--- src/rtl/sync_byte_framer.sv ---
// Byte framer behind an 8-bit serial shift window: hunts bit-by-bit for SYNC, then
// delivers aligned bytes, verifies SYNC at each frame boundary and flywheels through isolated misses.
module sync_byte_framer #(
    parameter logic [7:0]  SYNC      = 8'hA5,
    parameter int unsigned FRAME_LEN = 4,
    parameter int unsigned MISS_MAX  = 2
) (
    input  logic       i_clk,
    input  logic       i_rstn,
    input  logic       i_strb,
    input  logic [7:0] i_win,
    output logic [7:0] o_byte,
    output logic       o_valid,
    output logic       o_frame_start,
    output logic       o_locked,
    output logic [7:0] o_err_cnt
);

    localparam logic [1:0] ST_HUNT  = 2'd0;
    localparam logic [1:0] ST_DATA  = 2'd1;
    localparam logic [1:0] ST_CHECK = 2'd2;

    localparam logic [7:0] LAST_BYTE = 8'(FRAME_LEN - 1);
    localparam logic [3:0] MISS_LIM  = 4'(MISS_MAX);

    logic [1:0] state,    state_n;
    logic [2:0] bit_cnt,  bit_cnt_n;
    logic [7:0] byte_cnt, byte_cnt_n;
    logic [3:0] miss_cnt, miss_cnt_n;
    logic [3:0] miss_inc;
    logic [7:0] byte_n;
    logic       valid_n;
    logic       frame_start_n;
    logic       locked_n;
    logic [7:0] err_cnt_n;

    // State and all outputs are registered together; reset clears everything asynchronously.
    always_ff @(posedge i_clk or negedge i_rstn) begin
        if (!i_rstn) begin
            state         <= ST_HUNT;
            bit_cnt       <= 3'd0;
            byte_cnt      <= 8'd0;
            miss_cnt      <= 4'd0;
            o_byte        <= 8'h00;
            o_valid       <= 1'b0;
            o_frame_start <= 1'b0;
            o_locked      <= 1'b0;
            o_err_cnt     <= 8'h00;
        end else begin
            state         <= state_n;
            bit_cnt       <= bit_cnt_n;
            byte_cnt      <= byte_cnt_n;
            miss_cnt      <= miss_cnt_n;
            o_byte        <= byte_n;
            o_valid       <= valid_n;
            o_frame_start <= frame_start_n;
            o_locked      <= locked_n;
            o_err_cnt     <= err_cnt_n;
        end
    end

    // Next-state and next-output logic; nothing advances without a strobe.
    always_comb begin
        state_n       = state;
        bit_cnt_n     = bit_cnt;
        byte_cnt_n    = byte_cnt;
        miss_cnt_n    = miss_cnt;
        miss_inc      = miss_cnt + 4'd1;
        byte_n        = o_byte;
        valid_n       = 1'b0;
        frame_start_n = 1'b0;
        err_cnt_n     = o_err_cnt;

        if (i_strb) begin
            case (state)
                ST_HUNT: begin
                    if (i_win == SYNC) begin
                        state_n       = ST_DATA;
                        bit_cnt_n     = 3'd0;
                        byte_cnt_n    = 8'd0;
                        miss_cnt_n    = 4'd0;
                        frame_start_n = 1'b1;
                    end
                end
                ST_DATA: begin
                    if (bit_cnt == 3'd7) begin
                        bit_cnt_n = 3'd0;
                        byte_n    = i_win;
                        valid_n   = 1'b1;
                        if (byte_cnt == LAST_BYTE) begin
                            state_n    = ST_CHECK;
                            byte_cnt_n = 8'd0;
                        end else begin
                            byte_cnt_n = byte_cnt + 8'd1;
                        end
                    end else begin
                        bit_cnt_n = bit_cnt + 3'd1;
                    end
                end
                ST_CHECK: begin
                    if (bit_cnt == 3'd7) begin
                        bit_cnt_n = 3'd0;
                        if (i_win == SYNC) begin
                            miss_cnt_n    = 4'd0;
                            frame_start_n = 1'b1;
                            state_n       = ST_DATA;
                        end else begin
                            if (o_err_cnt != 8'hFF) begin
                                err_cnt_n = o_err_cnt + 8'd1;
                            end
                            miss_cnt_n = miss_inc;
                            // Too many consecutive misses: give up and re-hunt; otherwise trust the old alignment.
                            state_n    = (miss_inc == MISS_LIM) ? ST_HUNT : ST_DATA;
                        end
                    end else begin
                        bit_cnt_n = bit_cnt + 3'd1;
                    end
                end
                default: begin
                    state_n = ST_HUNT;
                end
            endcase
        end

        locked_n = (state_n != ST_HUNT);
    end

endmodule

--- config.mk ---
export PLATFORM = sky130hd
export DESIGN_NAME = sync_byte_framer
export DESIGN_NICKNAME = d
export VERILOG_FILES = /design/src/rtl/sync_byte_framer.sv
export SDC_FILE = /design/constraint.sdc
export NUM_CORES = 1
export LEC_CHECK = 0
export BUFFER_PORTS_ARGS = -buffer_cell sky130_fd_sc_hd__buf_2
export CORE_MARGIN = 2
export CORE_UTILIZATION = 25
export CTS_BUF_LIST = sky130_fd_sc_hd__clkbuf_16
export DETAILED_ROUTE_END_ITERATION = 16
export SYNTH_ARGS = -nofsm -noshare
export SYNTH_HDL_FRONTEND = slang
export SYNTH_SLANG_ARGS = --single-unit
--- constraint.sdc ---
create_clock -name i_clk -period 2.45 [get_ports i_clk]
set_input_delay 0.49 -clock i_clk [delete_from_list [all_inputs] [get_ports i_clk]]
set_output_delay 0.49 -clock i_clk [all_outputs]
set_load 0.01 [all_outputs]
# Word-level counts from Yosys, hierarchy flattened
# Index checks and enable logic that the tools add are counted.
# op_classes
mux,26
reduce_logical,11
bitwise,1
add_sub_neg,4
n_eq_ne,10
# op_table
op,n
$mux W8,3
$add A8 B1 Y8 const B,2
$pmux W8 S2,1
$mux W4,3
$mux W2,5
$eq A8 B2 Y1 const B,1
$eq A8 B8 Y1 const B,1
$mux W1,8
$ne A8 B8 Y1 const B,1
$pmux W4 S2,1
$reduce_and A4 Y1,2
$reduce_bool A2 Y1,4
$mux W3,2
$ne A2 B2 Y1 const B,3
$pmux W2 S3,1
$pmux W3 S2,1
$reduce_and A3 Y1,2
$reduce_and A5 Y1,1
$add A4 B1 Y4 const B,1
$eq A4 B2 Y1 const B,1
$add A3 B1 Y3 const B,1
$eq A3 B3 Y1 const B,1
$eq A2 B1 Y1 const B,1
$eq A2 B2 Y1 const B,1
4 further kinds,4
# totals
word_cells,61
regBits,36
inputBits,11
out_inout_bits,19

# Logic depth before layout (Yosys ltp)
# Gate-level depths: netlist (run 1).
# logic_depth
word_depth,8
mapped_depth,8
mapped_depth_nobuf,7

# Worst setup path after synthesis (run 1)
# No wires, ideal clock.
# synth_path
path_kind,reg2reg
startpoint,reg bit_cnt[0]
endpoint,reg miss_cnt[0]
setup_time_ns,0.125
synth_period_minus_slack_ns,1.778
arrival_time_ns,1.653
required_time_ns,2.325
path_slack_ns,0.672
path_stages_with_launch,8
path_cell_list,dfrtp_1 -> ha_1 -> ha_1 -> buf_4 -> nand2b_1 -> and2_1 -> o21a_1 -> mux2_4
# synth_between
elab_chain_cells,3
# synth_rtl
element,line,source
from (decl),27,"logic [2:0] bit_cnt, bit_cnt_n;"
from (signal assigned),51,bit_cnt <= bit_cnt_n;
$eq A3 B3 Y1,101,if (bit_cnt == 3'd7) begin
$ne A2 B2 Y1 (no source line),-,
$reduce_and A4 Y1 (no source line),-,
to (signal assigned),53,miss_cnt <= miss_cnt_n;
to (decl),29,"logic [3:0] miss_cnt, miss_cnt_n;"
# Every way passes these cells.
# A chain may end at the register's enable or synchronous reset.

# Worst setup path after layout (run 1)
# Ends and elaborated chain as after synthesis.

==> results of run 1 <==
==> worst paths after layout <==
check | start | endpoint | slack, ps | depth (start not counted)
setup / recovery | bit_cnt[0] | miss_cnt[0] | 510 | 6
hold / removal | i_rstn | o_err_cnt[1] | 300 | 1
setup reg to reg | bit_cnt[0] | miss_cnt[0] | 510 | 6
hold reg to reg | o_err_cnt[5] | o_err_cnt[5] | 490 | 1
max in group asynchronous | i_rstn | o_byte[4] | 1650 | 1
min in group i_clk | i_win[3] | o_byte[3] | 480 | 2
==> cell usage in the layout (no fill, tap or decap), types with 3 or more instances in the layout <==
master      n
nor2_1     14
o31ai_1     3
buf_2      29
nand3_1     9
o22ai_1     3
a21oi_1     3
and2_1      4
dfrtp_1    36
a31oi_1     4
a211oi_1    4
ha_1       10
o21ai_0     7
nand2_1     6
mux2_2      8
nand4_1     5
a22o_1      3
clkbuf_16   5
nand2b_1    4
xnor2_1     7
inv_1       9
and3_1      6
==> logic make-up (layout without fill, tap and decap cells) <==
family	count (synthesis)	count (layout)	share of synthesized area, %
compound gates	46	46	17.31
xor+xnor	7	7	2.966
fa+ha+maj	10	10	6.053
buf+inv	12	45	2.602
flops	36	36	43.58
mux	12	12	6.840
simple gates	64	64	20.64
==> cell type report <==
| type | instances | share of cell area [%] |
|---|---|---|
| tap | 105 | 5.349 |
| multi-input combinational | 139 | 45.29 |
| timing repair buffer | 29 | 5.909 |
| inverter | 9 | 1.375 |
| clock inverter | 2 | 0.3057 |
| sequential | 36 | 36.68 |
| clock buffer | 5 | 5.094 |
==> power by group <==
part           leakage (uW)  internal [uW]  switching (uW)
registers          0.000495            601            6.17
clock network     0.0000648            363             217
logic              0.000551           16.5            31.5
==> registers in the layout, summed over array words and instances, names as in the netlist <==
name	flops
bit_cnt	3
byte_cnt	8
miss_cnt	4
o_byte	8
o_err_cnt	8
o_frame_start	1
o_locked	1
o_valid	1
state	2
==> through the flow <==
step                hold WS (ps)  total power (uW)  util, %  instance area, sq um  cells
floorplan                  194.4             638.9        -                  2067    187
global placement           482.5             666.7    28.56                  2323    318
detailed placement         489.7             667.0    28.56                  2323    318
CTS                        334.5              1259    30.20                  2456    325
global route               379.4              1292    30.20                  2456    325
finish                     299.3              1235    30.20                  2456    325
==> per-layer routing <==
layer | global-route usage (%) | share of wire [%] | vias to the layer above
met3 | 2.394 | 3.2 | 6
met1 | 13.59 | 49 | 752
met4 | 4.469 | 1.6 | 0
met5 | 0 | 0 | -
li1 | - | - | 769
met2 | 16.37 | 46 | 30
==> flow_metrics.tcl, run 1 <==
set metrics [dict create \
    regArea_sq_um 900.9 \
    routedWlPerCell_um 12.71 \
    num-nets-final 241 \
    path_clk_slew_ps 50 \
    dp_slack_ps 526.9 \
    tns_ps 0 \
    clk_path_buf_depth 2 \
    period_minus_slack_ps 1943 \
    cts-root-buf "clkbuf_16" \
    crit_top_cell "ha_1" \
    worstHoldPathType "in -> async" \
    syn-cell-area_sq_um 2067 \
    rsz0062_at_grt "false" \
    via_per_inst 4.791 \
    path_max_fanout 9 \
    drcViolationCount 0 \
    clock_latency_ps 270 \
    max_clock_freq_mhz 514.7 \
    die_w_um 94.93 \
    nFillCells 821 \
    yosysSeqAreaShare_pct 43.58 \
    postCtsSetupRepairBufs 0 \
    place_congestion 0.8098 \
    area_delta_synth_final_pct 18.83 \
    ys_async_sr_fraction_pct 100.0 \
    dieArea_sq_um 9012 \
    grt_overflow 0 \
    cts_made_buffers 5 \
    port-buffer-count 29 \
    grt_pass1_vias 1528 \
    crit_chain "ha_1, ha_1, nand2b_1, and2_1, o21a_1, mux2_4" \
    critPathTopFamily "adder cells" \
    cellPowerDensity_nw_per_um2 502.9 \
    vdd_ir_drop_max_v 0.0004145 \
    critPathMaxStageDelay_ps 380 \
    critPathSlowestCell "ha_1" \
    ys_seq_elements 36 \
    ioPinCount 30 \
    cts_hold_buf 0 \
    grt_pass1_wl_mm 7.300 \
    post-synth-top-count-cell "dfrtp_1" \
    tritoncts "yes" \
    synth_top_area_share_pct 43.58 \
    setup_viol 0 \
    maxCapViolCount 0 \
    drtIter0Drc 66 \
    hpwl_mm 3.018 \
    num_antenna_cells 0 \
    synthCells 187 \
    grt_max_degree 37 \
    layout-drive-gt1-share_pct 26.82 \
    startpoint_type "flop" \
    tightest_slew_ps 782.9 \
    dr.pass1.iters 4 \
    skew_ps 4.977 \
    finalCritPeriodShare_pct 79.31 \
    ctsHtreeMaxLevel 2 \
    slew_headroom_pct 47.81 \
    yosys_warnings 0 \
    path_buf_inv 0 \
    yosysTopAreaCell "dfrtp_1" \
    synthFlopType "dfrtp_1" \
    multiInputGateArea_sq_um 1112 \
    wirelength_mm 4.130 \
    cp.arrival_ps 2100 \
    critical_path.endpoint_type "flop" \
    die_h_um 94.93 \
    syn_area_per_cell_sq_um 11.05 \
    hold_viol 0 \
    cts-resized-gates 0 \
    routed-via-count 1557 \
    synthTopCellsByArea "dfrtp_1, ha_1, mux2_2" \
    grt_usage_pct 10.37 \
    synthDistinctLibCells 53 \
    p_leak_uw 0.001110 \
    slew_violations 0 \
    ant_nets 0 \
    synth.top_cells.by_count "dfrtp_1, nor2_1, ha_1, inv_1, nand3_1" \
    synth_edf_count 0 \
    start_util_pct 25.41 \
    status "complete, no violations" \
    syn_nets 208 \
    core_area_sq_um 8134 \
    setup_slack_ps 507.0 \
    antenna_found_initial 0 \
    critPathKind "reg -> reg" \
    rows 33 \
    cts.sinks 36 \
    required_ps 2600 \
]
Power figures use the tool's default switching activity.
==> run 2: changes to the inputs <==
- ABC_AREA: not set -> 1
- clock period: 2.45 -> 1.97 ns (I/O delays scaled with it)
==> run 2 against run 1 <==
Largest power group unchanged. Clock skew is 1.3 ps higher. Non-clock buffer count is 3 higher. Utilization is 1.0 points higher. Global-route usage is 0.41 points lower. Worst setup slack worse by 280 ps. Cell count is 18% higher. Sequential share of layout area is 0.49 points higher.
==> flow_metrics.tcl, run 2 <==
set metrics [dict create \
    port-buffer-count 29 \
    synth_top_area_share_pct 44.55 \
    synthDistinctLibCells 28 \
    top_regs "byte_cnt (8), o_byte (8), o_err_cnt (8)" \
    synth_edf_count 0 \
    drtIter0Drc 60 \
    finalCritPeriodShare_pct 88.64 \
    vdd_ir_drop_max_v 0.0002971 \
    grt_pass1_vias 1604 \
    status "complete, no violations" \
    p_sw_share_pct 29.19 \
    multiInputGateArea_sq_um 983.4 \
    crit_chain "ha_1, ha_1, nand2_1, nor2_4, inv_1, o21ai_1, nand3_1, nand3_1" \
    die_h_um 93.93 \
    mostFrequentLayoutCells "nand2_1, dfrtp_1, buf_2, inv_1, nor2_1" \
    p_comb_share_pct 19.2 \
    yosys_warnings 0 \
    clk_path_buf_depth 2 \
    tightest_slew_ps 468.3 \
    cts-root-buf "clkbuf_16" \
    core_area_sq_um 7767 \
    clock_latency_ps 280 \
    period_minus_slack_ps 1746 \
    grt_overflow 0 \
    cts_made_buffers 5 \
    synthFlopType "dfrtp_1" \
    maxCapViolCount 0 \
    num-nets-final 302 \
    grt_usage_pct 9.964 \
    slew_headroom_pct 68.78 \
    routedWlPerCell_um 10.27 \
    intPower_uw 1380 \
    routed-via-count 1625 \
    syn_nets 266 \
    cellPowerDensity_nw_per_um2 804.0 \
    nFillCells 823 \
    critPathKind "reg -> reg" \
    final_common_cell "nand2_1" \
    syn-cell-area_sq_um 2022 \
    path_max_fanout 11 \
    rsz0062_at_grt "false" \
    hold_viol 0 \
    regArea_sq_um 900.9 \
    p_seq_share_pct 43.3 \
    clockPowerShare_pct 37.5 \
    synthTopCellsByArea "dfrtp_1, nand2_1, ha_1" \
    path_buf_inv 1 \
    num_antenna_cells 0 \
    critPathSlowestCell "dfrtp_1" \
    cts-resized-gates 0 \
    syn_area_per_cell_sq_um 8.253 \
    ys_seq_elements 36 \
    ant_nets 0 \
    wirelength_mm 3.932 \
    via_per_inst 4.243 \
    dieArea_sq_um 8823 \
    tritoncts "yes" \
    place_congestion 0.7654 \
    max_clock_freq_mhz 572.7 \
    startpoint_type "flop" \
    hpwl_mm 2.881 \
    layout-drive-gt1-share_pct 23.13 \
    synth.top_cells.by_count "nand2_1, dfrtp_1, inv_1, nor2_1, nand3_1" \
    setup_viol 0 \
    start_util_pct 26.03 \
    slew_violations 0 \
    antenna_found_initial 0 \
    p_leak_uw 0.001246 \
    critPathMaxStageDelay_ps 400 \
    dr.pass1.iters 4 \
    cts_hold_buf 0 \
    post-synth-top-count-cell "nand2_1" \
    rows 32 \
    skew_ps 6.285 \
    yosysSeqAreaShare_pct 44.55 \
    grt_max_degree 37 \
    ys_async_sr_fraction_pct 100.0 \
    cp.arrival_ps 1890 \
    die_w_um 93.93 \
    postCtsSetupRepairBufs 0 \
    ioPinCount 30 \
    tns_ps 0 \
    place_area_sq_um 2290 \
    critPathTopFamily "adder cells" \
    yosysTopAreaCell "dfrtp_1" \
    area_delta_synth_final_pct 19.86 \
    grt_pass1_wl_mm 7.120 \
    drcViolationCount 0 \
    cts.sinks 36 \
    worstHoldPathType "in -> async" \
    switchingPower_uw 568.7 \
    path_clk_slew_ps 60 \
    synthCells 245 \
    stdcell_area_sq_um 2424 \
    required_ps 2120 \
    ctsHtreeMaxLevel 2 \
    critical_path.endpoint_type "flop" \
]
run 2: changes by cell type after synthesis, moves of 5 or more:
cell	delta
nand3_1	+5
nand2_1	+71
and3_1	-6
or2_2	+5
mux2_2	-8
xnor2_1	-5
inv_1	+18
nand2_2	+6
o21ai_2	+8
xor2_1	+6
run 2: final cells by class:
type | count | share of cell area, %
Inverter | 29 | 4.543
Clock buffer | 5 | 5.163
Timing Repair Buffer | 32 | 6.918
Clock inverter | 2 | 0.3614
Tap cell | 102 | 5.266
Multi-Input combinational cell | 177 | 40.58
Sequential cell | 36 | 37.17
run 2: final timing paths:
kind	cells after the start	slack, ps	start	endpoint
max	8	220	bit_cnt[0]	o_locked
min reg2reg	2	470	o_byte[4]	o_byte[4]
max in group asynchronous	2	1480	i_rstn	byte_cnt[6]
min	2	150	i_rstn	o_err_cnt[0]
max reg2reg	8	220	bit_cnt[0]	o_locked
min in group i_clk	3	340	i_win[7]	o_byte[7]
run 2: power by group through the flow:
stage	combinational, uW	sequential [uW]	clock [uW]
after floorplan	292	853	0
after CTS	381	844	759
after detailed placement	378	857	0
after global routing	436	855	781
after global placement	375	856	0
final	374	844	730
run 2: cell families (layout without fill, tap and decap cells):
logic type      count (synthesis)  after routing  share of synthesized area (%)
fa+ha+maj                      10             10                          6.188
buf+inv                        32             68                          6.806
compound gates                 24             24                          8.230
simple gates                  135            135                          30.76
flops                          36             36                          44.55
xor+xnor                        8              8                          3.465
run 2: routing by layer:
| metal | vias to the layer above | routed length (um) | track usage, % |
|---|---|---|---|
| li1 | 848 | - | - |
| met1 | 750 | 1832 | 12.14 |
| met2 | 23 | 1937 | 17.14 |
| met3 | 4 | 121 | 2.167 |
| met4 | 0 | 40 | 3.744 |
| met5 | - | 0 | 0 |
run 2: through the flow:
stage               worst slack, ps  power, uW  util (%)  hold WS, ps  instances
finish                        223.8       1948     31.20        145.8        383
floorplan                     441.8       1145         -        98.41        245
CTS                           201.4       1983     31.20        173.5        383
global route                  37.78       2072     31.20        201.8        383
detailed placement            229.6       1235     29.48        457.3        376
global placement              306.9       1230     29.48        453.9        376
